==> src/rtl/mips_mmio_responder.sv <==
// MMIO responder on the MIPS data-memory bus: compare timer with interrupt and a
// transmit FIFO that drains to an external valid/ready sink.
module mips_mmio_responder #(
  parameter logic [31:0] BASE_ADDR  = 32'hFFFF_0000,
  parameter int          FIFO_DEPTH = 4
) (
  input  logic        clk,
  input  logic        reset,
  input  logic        memwrite,
  input  logic [31:0] memaddr,
  input  logic [31:0] memwritedata,
  output logic [31:0] memreaddata,
  output logic        hit,
  output logic        irq,
  output logic        out_valid,
  output logic [31:0] out_data,
  input  logic        out_ready
);

  localparam int         PW      = $clog2(FIFO_DEPTH);
  localparam logic [3:0] DEPTH_C = 4'(FIFO_DEPTH);

  logic [31:0] count_r, cmp_r;
  logic [2:0]  ctrl_r;
  logic        match_r, ovf_r, irq_r;
  logic [3:0]  fifo_cnt_r;
  logic [PW-1:0] rd_ptr_r, wr_ptr_r;
  logic [31:0] fifo_mem_r [FIFO_DEPTH];

  logic [5:0]  offset_s;
  logic        wr_count_s, wr_cmp_s, wr_ctrl_s, wr_status_s, wr_tx_s;
  logic        pop_s, push_ok_s, ovf_set_s, match_set_s, full_s, empty_s;
  logic [31:0] count_nxt_s;
  logic [2:0]  ctrl_nxt_s;
  logic        match_nxt_s, ovf_nxt_s;
  logic [3:0]  fifo_cnt_nxt_s;
  logic        unused_addr_s;

  assign offset_s      = memaddr[7:2];
  assign unused_addr_s = ^memaddr[1:0];
  assign hit           = (memaddr[31:8] == BASE_ADDR[31:8]);
  assign wr_count_s    = hit & memwrite & (offset_s == 6'h00);
  assign wr_cmp_s      = hit & memwrite & (offset_s == 6'h01);
  assign wr_ctrl_s     = hit & memwrite & (offset_s == 6'h02);
  assign wr_status_s   = hit & memwrite & (offset_s == 6'h03);
  assign wr_tx_s       = hit & memwrite & (offset_s == 6'h04);

  assign empty_s   = (fifo_cnt_r == 4'd0);
  assign full_s    = (fifo_cnt_r == DEPTH_C);
  assign out_valid = ~empty_s;
  assign out_data  = out_valid ? fifo_mem_r[rd_ptr_r] : 32'h0;
  assign irq       = irq_r;

  assign pop_s     = out_valid & out_ready;
  // A pop in the same cycle frees the slot even when the FIFO is full.
  assign push_ok_s = wr_tx_s & ((fifo_cnt_r < DEPTH_C) | pop_s);
  assign ovf_set_s = wr_tx_s & ~push_ok_s;

  // Next-state for timer, status flags and FIFO occupancy.
  always_comb begin
    match_set_s = ctrl_r[0] & (count_r == cmp_r);
    if (wr_count_s) begin
      count_nxt_s = memwritedata;
    end else if (ctrl_r[0]) begin
      if (match_set_s && ctrl_r[1]) begin
        count_nxt_s = 32'h0;
      end else begin
        count_nxt_s = count_r + 32'd1;
      end
    end else begin
      count_nxt_s = count_r;
    end

    if (match_set_s) begin
      match_nxt_s = 1'b1;
    end else if (wr_status_s && memwritedata[0]) begin
      match_nxt_s = 1'b0;
    end else begin
      match_nxt_s = match_r;
    end

    if (ovf_set_s) begin
      ovf_nxt_s = 1'b1;
    end else if (wr_status_s && memwritedata[3]) begin
      ovf_nxt_s = 1'b0;
    end else begin
      ovf_nxt_s = ovf_r;
    end

    if (wr_ctrl_s) begin
      ctrl_nxt_s = memwritedata[2:0];
    end else begin
      ctrl_nxt_s = ctrl_r;
    end

    case ({push_ok_s, pop_s})
      2'b10:   fifo_cnt_nxt_s = fifo_cnt_r + 4'd1;
      2'b01:   fifo_cnt_nxt_s = fifo_cnt_r - 4'd1;
      default: fifo_cnt_nxt_s = fifo_cnt_r;
    endcase
  end

  // Register state update; irq is registered from next-state so it tracks MATCH & IRQEN.
  always_ff @(posedge clk or negedge reset) begin
    if (!reset) begin
      count_r    <= 32'h0;
      cmp_r      <= 32'hFFFF_FFFF;
      ctrl_r     <= 3'b000;
      match_r    <= 1'b0;
      ovf_r      <= 1'b0;
      irq_r      <= 1'b0;
      fifo_cnt_r <= 4'd0;
      rd_ptr_r   <= '0;
      wr_ptr_r   <= '0;
    end else begin
      count_r    <= count_nxt_s;
      ctrl_r     <= ctrl_nxt_s;
      match_r    <= match_nxt_s;
      ovf_r      <= ovf_nxt_s;
      irq_r      <= match_nxt_s & ctrl_nxt_s[2];
      fifo_cnt_r <= fifo_cnt_nxt_s;
      if (wr_cmp_s) begin
        cmp_r <= memwritedata;
      end
      if (pop_s) begin
        rd_ptr_r <= rd_ptr_r + PW'(1);
      end
      if (push_ok_s) begin
        wr_ptr_r <= wr_ptr_r + PW'(1);
      end
    end
  end

  // FIFO storage; contents are don't-care while unoccupied.
  always_ff @(posedge clk) begin
    if (push_ok_s) begin
      fifo_mem_r[wr_ptr_r] <= memwritedata;
    end
  end

  // Register read mux.
  always_comb begin
    if (hit) begin
      case (offset_s)
        6'h00:   memreaddata = count_r;
        6'h01:   memreaddata = cmp_r;
        6'h02:   memreaddata = {29'h0, ctrl_r};
        6'h03:   memreaddata = {24'h0, fifo_cnt_r, ovf_r, empty_s, full_s, match_r};
        default: memreaddata = 32'h0;
      endcase
    end else begin
      memreaddata = 32'h0;
    end
  end

endmodule

==> config.mk <==
export PLATFORM = sky130hd
export DESIGN_NAME = mips_mmio_responder
export DESIGN_NICKNAME = d
export VERILOG_FILES = /design/src/rtl/mips_mmio_responder.sv
export SDC_FILE = /design/constraint.sdc
export NUM_CORES = 1
export LEC_CHECK = 0
export CAP_MARGIN = 0
export CORE_MARGIN = 8
export CORE_UTILIZATION = 56
export DETAILED_ROUTE_END_ITERATION = 16
export PLACE_DENSITY_LB_ADDON = 0.1
export SLEW_MARGIN = 20
export SYNTH_ARGS = -nofsm -noshare
export SYNTH_HDL_FRONTEND = slang
export SYNTH_SLANG_ARGS = --single-unit
==> constraint.sdc <==
create_clock -name clk -period 3.6 [get_ports clk]
set_clock_uncertainty 0.15 [all_clocks]
set_input_delay 0.72 -clock clk [delete_from_list [all_inputs] [get_ports clk]]
set_output_delay 0.72 -clock clk [all_outputs]
set_load 0.02 [all_outputs]
Yosys cells after proc, flatten, opt, wreduce, memory -nomap -nowiden
Memories as Yosys holds them, arrays and structs flattened. Index checks and enable logic that the tools add are counted.

Add/subtract/negate cells: 5. $lt $le $gt $ge: 1. Equality and inequality tests: 9. Mux-type cells: 14. Bitwise gates (word level): 14. Reduce and logical (&&, ||, !) cells: 8.

Operators with widths (count): $mux W32 (5); $pmux W32 S4 (1); $add A32 B1 Y32 const B (1); $eq A32 B32 Y1 (1); $eq A24 B24 Y1 const B (1); $eq A6 B2 Y1 const B (2); $and A1 B1 Y1 (11); $pmux W4 S2 (1); $eq A6 B1 Y1 const B (1); $eq A6 B3 Y1 const B (1); $logic_not A6 Y1 (1); $mux W1 (6); $reduce_bool A2 Y1 (3); $add A2 B1 Y2 const B (2); $add A4 B1 Y4 const B (1); $eq A4 B3 Y1 const B (1); $logic_not A4 Y1 (1); $lt A4 B3 Y1 const B (1); $sub A4 B1 Y4 const B (1); $logic_and A1 B1 Y1 (3); $mux W3 (1); $eq A2 B1 Y1 const B (1); $eq A2 B2 Y1 const B (1); $not A1 Y1 (2); $or A1 B1 Y1 (1).

Bits in registers: 78. Memory bits (writable): 128. Input port bits: 68. Output and inout port bits: 67. Word-level logic and storage cells: 62. Memories kept: 1.

Memory list: fifo_mem_r (words 4, bits a word 32, rd ports 1, clocked after memory_dff 0, wr ports 1, RTL line 28) `logic [31:0] fifo_mem_r [FIFO_DEPTH];`.

Logic depth before layout (Yosys ltp)
Gate-level depths: netlist (run 1).

Depth after elaboration: 8. Mapped depth: 14. Depth with buffers taken out: 13.

Worst setup path before layout (run 1)
Ideal clock, no wire load.

Path type: input -> register. From: input port memaddr[9]. To: memory fifo_mem_r[0][0] (enable). Setup time: 392 ps. Arrival time: 3149 ps. Required time: 3058 ps. Slack: -91 ps. Stages: 5. Buffers on the path: 0. Path through: or4_4 nor4_4 nand2_2 nor4_1 and2_1.

Word-level cells in the longest chain between the ends: 6.

Ends and longest elaborated chain: start: declaration (RTL line 10) `input logic [31:0] memaddr,`; $eq A24 B24 Y1 (RTL line 41) `assign hit = (memaddr[31:8] == BASE_ADDR[31:8]);`; $and A1 B1 Y1 (2 in series) (RTL line 46) `assign wr_tx_s = hit & memwrite & (offset_s == 6'h04);`; $and A1 B1 Y1 (RTL line 56) `assign push_ok_s = wr_tx_s & ((fifo_cnt_r < DEPTH_C) | pop_s);`; $mux W1 (RTL line 136) `if (push_ok_s) begin`; $mux W1 (implied by the code) (RTL line 137) `fifo_mem_r[wr_ptr_r] <= memwritedata;`; end: declaration (RTL line 28).

No other way between the ends.

Worst setup path in the final report (run 1)
From: input port memaddr[11]. To: output port memreaddata[31].

Word-level cells in the longest chain between the ends: 2.

Ends and longest elaborated chain: $eq A24 B24 Y1 (RTL line 41); $mux W32 (RTL line 143) `if (hit) begin`; end: declaration (RTL line 12) `output logic [31:0] memreaddata,`.

No other way between the ends.

==> results.yml, run 1 <==
timing:
  fmax_mhz: 283.7
  report.final.hold_viol_count: 0
  worst-slew-pin-transition_ps: 966.9
  fin_ws_ps: 75.22
  max_slew_violation_total_from_the_final_report: 0
  timing.slew.headroom_pct: 35.30
  final.hold.worst_slack_ps: 121.8
  final.min_clock_period_ps: 3525
  setup_viol: 0
  post-route-period-util_pct: 97.91
  setup_repair_after_global_routing_missed_its_margin: "false"
finish:
  finished_core_util_pct: 71.20
  antennaDiodeCount: 0
  drive_above_1_share_pct: 25.13
  fin_area_um2: 12750
  fin_nets: 1025
  fillers: 1237
  area_delta_synth_final_pct: 24.94
setup_path:
  cp_data_arrival_time_ps: 2650
  crit_type: "primary input to output pin"
  required_time_reported_for_the_critical_path_endpoint_ps: 2730
  reg2reg_setup_slack_ps: 530
  number_of_cells_on_the_worst_reg_to_reg_path: 11
  setup.worst_path.end_class: "output pin"
  cp-startpoint: "memaddr[11]"
  cp_max_fo: 4
  crit_end: "memreaddata[31]"
  cp-start-kind: "primary input"
  worst_r2r_startpoint: "fifo_cnt_r[3]"
  r2r_end: "fifo_cnt_r[1]"
clock_network:
  htreeDepth: 1
  clk-insertion-delay-late_ps: 490
  cts_hold_repair.buffers: 0
  cts.sinks: 206
  clock_tree_from_tritoncts: "done"
  numCtsBuffers: 21
  clkSlewWorstSetupHoldPaths_ps: 60
  cts_root_buffer: "sky130_fd_sc_hd__clkbuf_16"
  cts-root-to-sink-buffers: 3
drt:
  num_vias: 7344
  first_pass_iters: 7
  drc: 0
  ant_nets: 0
  via_to_cell_ratio: 6.161
  totalWireLength_mm: 26.20
  wire_per_inst_um: 21.98
  detail_route.iter0.violations: 668
floorplanning:
  placeableCoreArea_um2: 17900
  boundaryPins: 135
  die_h_um: 151.0
  rows: 49
  dieArea_um2: 22790
  die_x_um: 151.0
  initial_core_util_pct: 56.99
grt:
  met2_usage_pct: 38.19
  grt_busiest_layer: "met2"
  first_pass_grt_wire_length_mm: 41.00
  use_met3_pct: 3.675
  antenna_found_initial: 0
  met1_usage_grt_pct: 31.04
  grt_pass1_vias: 7592
  largest_net_degree_at_the_start_of_global_routing: 79
  grt_usage_pct: 23.02
  grt_remaining_overflow: 0
synthesis:
  synth.yosys.seq_area_share_pct: 57.20
  synth-main-ff-cell: "sky130_fd_sc_hd__edfxtp_1"
  mapped_cells: 797
  syn-cell-area_um2: 10200
  avg_inst_size_synth_um2: 12.80
  syn-num-nets: 873
  number_of_synthesized_flops_with_an_enable_pin: 128
  yosysWarningCount: 0
  postSynthRegisterBits: 206
  synth-async-reset-ratio_pct: 37.86
  netlist-cell-type-count: 64
power:
  vdd.ir_drop.worst_v: 0.0006223
  power_density_nw_per_um2: 531.8
  cellLeakagePower_nw: 4.947
status:
  run_status: "finished clean"
place:
  port_buffers: 132
  place_worst_setup_slack_ps: -617.7
  dpl_cell_area_um2: 12040
  globalplace.congestion: 0.9078
  dpl.hpwl_mm: 17.81
hold_path:
  min-delay-path-class: "primary input to async pin"
run:
  cap_violations: 0
-- layer usage --
metal  routed length [um]  vias up
met4                  663        0
met2                12570      308
met1                11230     3689
met5                    0        -
met3                 1746       57
li1                     -     3290
-- kinds of logic after synthesis --
logic type | synth area share, %
AOI/OAI and AO/OA | 7.910
adders and majority gates | 1.055
muxes | 15.01
xor gates and xnor gates | 2.575
DFF | 57.20
buffers and inverters | 3.103
and+or+nand+nor | 13.15
-- worst max-delay path: stages --
cell and delay (ps):
sky130_fd_sc_hd__dlymetal6s2s_1 120, sky130_fd_sc_hd__or4_4 540, sky130_fd_sc_hd__nor4_4 320, sky130_fd_sc_hd__buf_4 180, sky130_fd_sc_hd__nand4_4 140, sky130_fd_sc_hd__clkbuf_16 200, sky130_fd_sc_hd__buf_4 140, sky130_fd_sc_hd__nor2_1 110
sky130_fd_sc_hd__buf_2 180
-- flip-flops by register name (all words and copies together), names as in the netlist --
signal and flops:
fifo_mem_r 128, ctrl_r 3, ovf_r 1, irq 1
rd_ptr_r 2, match_r 1, count_r 32, wr_ptr_r 2
fifo_cnt_r 4, cmp_r 32
-- where the power goes --
part	internal [mW]	leakage, nW	switching, mW	total, mW
logic	1.08	2.65	0.998	2.08
registers	2.55	1.98	0.0578	2.61
clock network	1.21	0.320	0.885	2.09
total	4.84	4.95	1.94	6.78
-- cell usage in the layout (no fill, tap or decap), types with 20 or more instances in the layout --
cell,count
sky130_fd_sc_hd__dfrtp_1,45
sky130_fd_sc_hd__xor2_1,20
sky130_fd_sc_hd__clkbuf_16,22
sky130_fd_sc_hd__buf_4,39
sky130_fd_sc_hd__nor2_1,66
sky130_fd_sc_hd__and2_1,34
sky130_fd_sc_hd__mux2_2,34
sky130_fd_sc_hd__mux2i_1,30
sky130_fd_sc_hd__edfxtp_1,128
sky130_fd_sc_hd__inv_1,21
sky130_fd_sc_hd__o21ai_0,22
sky130_fd_sc_hd__nand2_1,48
sky130_fd_sc_hd__dfstp_2,32
sky130_fd_sc_hd__a21oi_1,25
sky130_fd_sc_hd__mux4_2,37
sky130_fd_sc_hd__clkdlybuf4s50_1,93
-- synth_stat cells (all sizes together), types with 9 or more instances --
| cell type | number | share of area (%) |
|---|---|---|
| nand4 | 12 | 0.80 |
| edfxtp | 128 | 38 |
| xor2 | 20 | 1.7 |
| buf | 20 | 1.1 |
| nor2b | 12 | 0.74 |
| clkbuf | 34 | 1.3 |
| o21a | 9 | 0.66 |
| nor3 | 14 | 0.69 |
| dfrtp | 46 | 11 |
| inv | 21 | 0.77 |
| xnor2 | 10 | 0.86 |
| dfstp | 32 | 8.2 |
| mux2 | 35 | 3.9 |
| nand3 | 19 | 0.93 |
| a31oi | 16 | 0.98 |
| o21ai | 22 | 1.1 |
| mux2i | 30 | 2.9 |
| nor2 | 68 | 2.7 |
| o311ai | 9 | 0.77 |
| and2 | 38 | 2.3 |
| a21oi | 25 | 1.2 |
| mux4 | 37 | 8.2 |
| nand2 | 50 | 1.9 |
| nor4 | 10 | 0.76 |
-- worst min-delay path by stage --
stage	to	slack, ps	startpoint
after floorplan	count_r[0]	270	reset
after global placement	ovf_r	340	ovf_r
after detailed placement	ovf_r	340	ovf_r
after CTS	count_r[19]	300	reset
after global routing	count_r[25]	190	reset
final	count_r[28]	120	reset
-- timing repair --
| action | in CTS | in global routing |
|---|---|---|
| pin swaps | 2 | 3 |
| resized for setup | 116 | 16 |
| setup buffers | 0 | 7 |
| endpoints found under the hold margin | 0 | 0 |
| setup endpoints to repair | 33 | 51 |
| gates cloned | 0 | 1 |
-- per-stage QoR --
stage | total power, mW | TNS [ps] | cells
2_1_floorplan | 3.876 | 0 | 797
3_3_place_gp | 4.716 | -14230 | 1147
3_5_place_dp | 4.757 | -15650 | 1147
4_1_cts | 6.849 | 0 | 1184
5_1_grt | 7.062 | 0 | 1192
6_report | 6.779 | 0 | 1192
-- final cells by class --
cell class	count	area (um^2)	share of cell area (%)
timing repair buffer	183	1795	14.09
clock inverter	10	85.08	0.6675
inverter	21	78.83	0.6184
tap	229	286.5	2.248
clock buffer	27	578.1	4.535
multi-input combinational	516	4086	32.06
sequential	206	5837	45.79
Power figures use the tool's default switching activity.
==> run 2: changes to the inputs <==
--- a/config.mk
+++ b/config.mk
@@ -9,6 +9,7 @@
 export CORE_MARGIN = 8
 export CORE_UTILIZATION = 56
 export DETAILED_ROUTE_END_ITERATION = 16
+export HOLD_SLACK_MARGIN = 0.12
 export PLACE_DENSITY_LB_ADDON = 0.1
 export SLEW_MARGIN = 20
 export SYNTH_ARGS = -nofsm -noshare
==> results of run 2 <==
No change in the layout: final DEF, timing and power equal those of run 1.
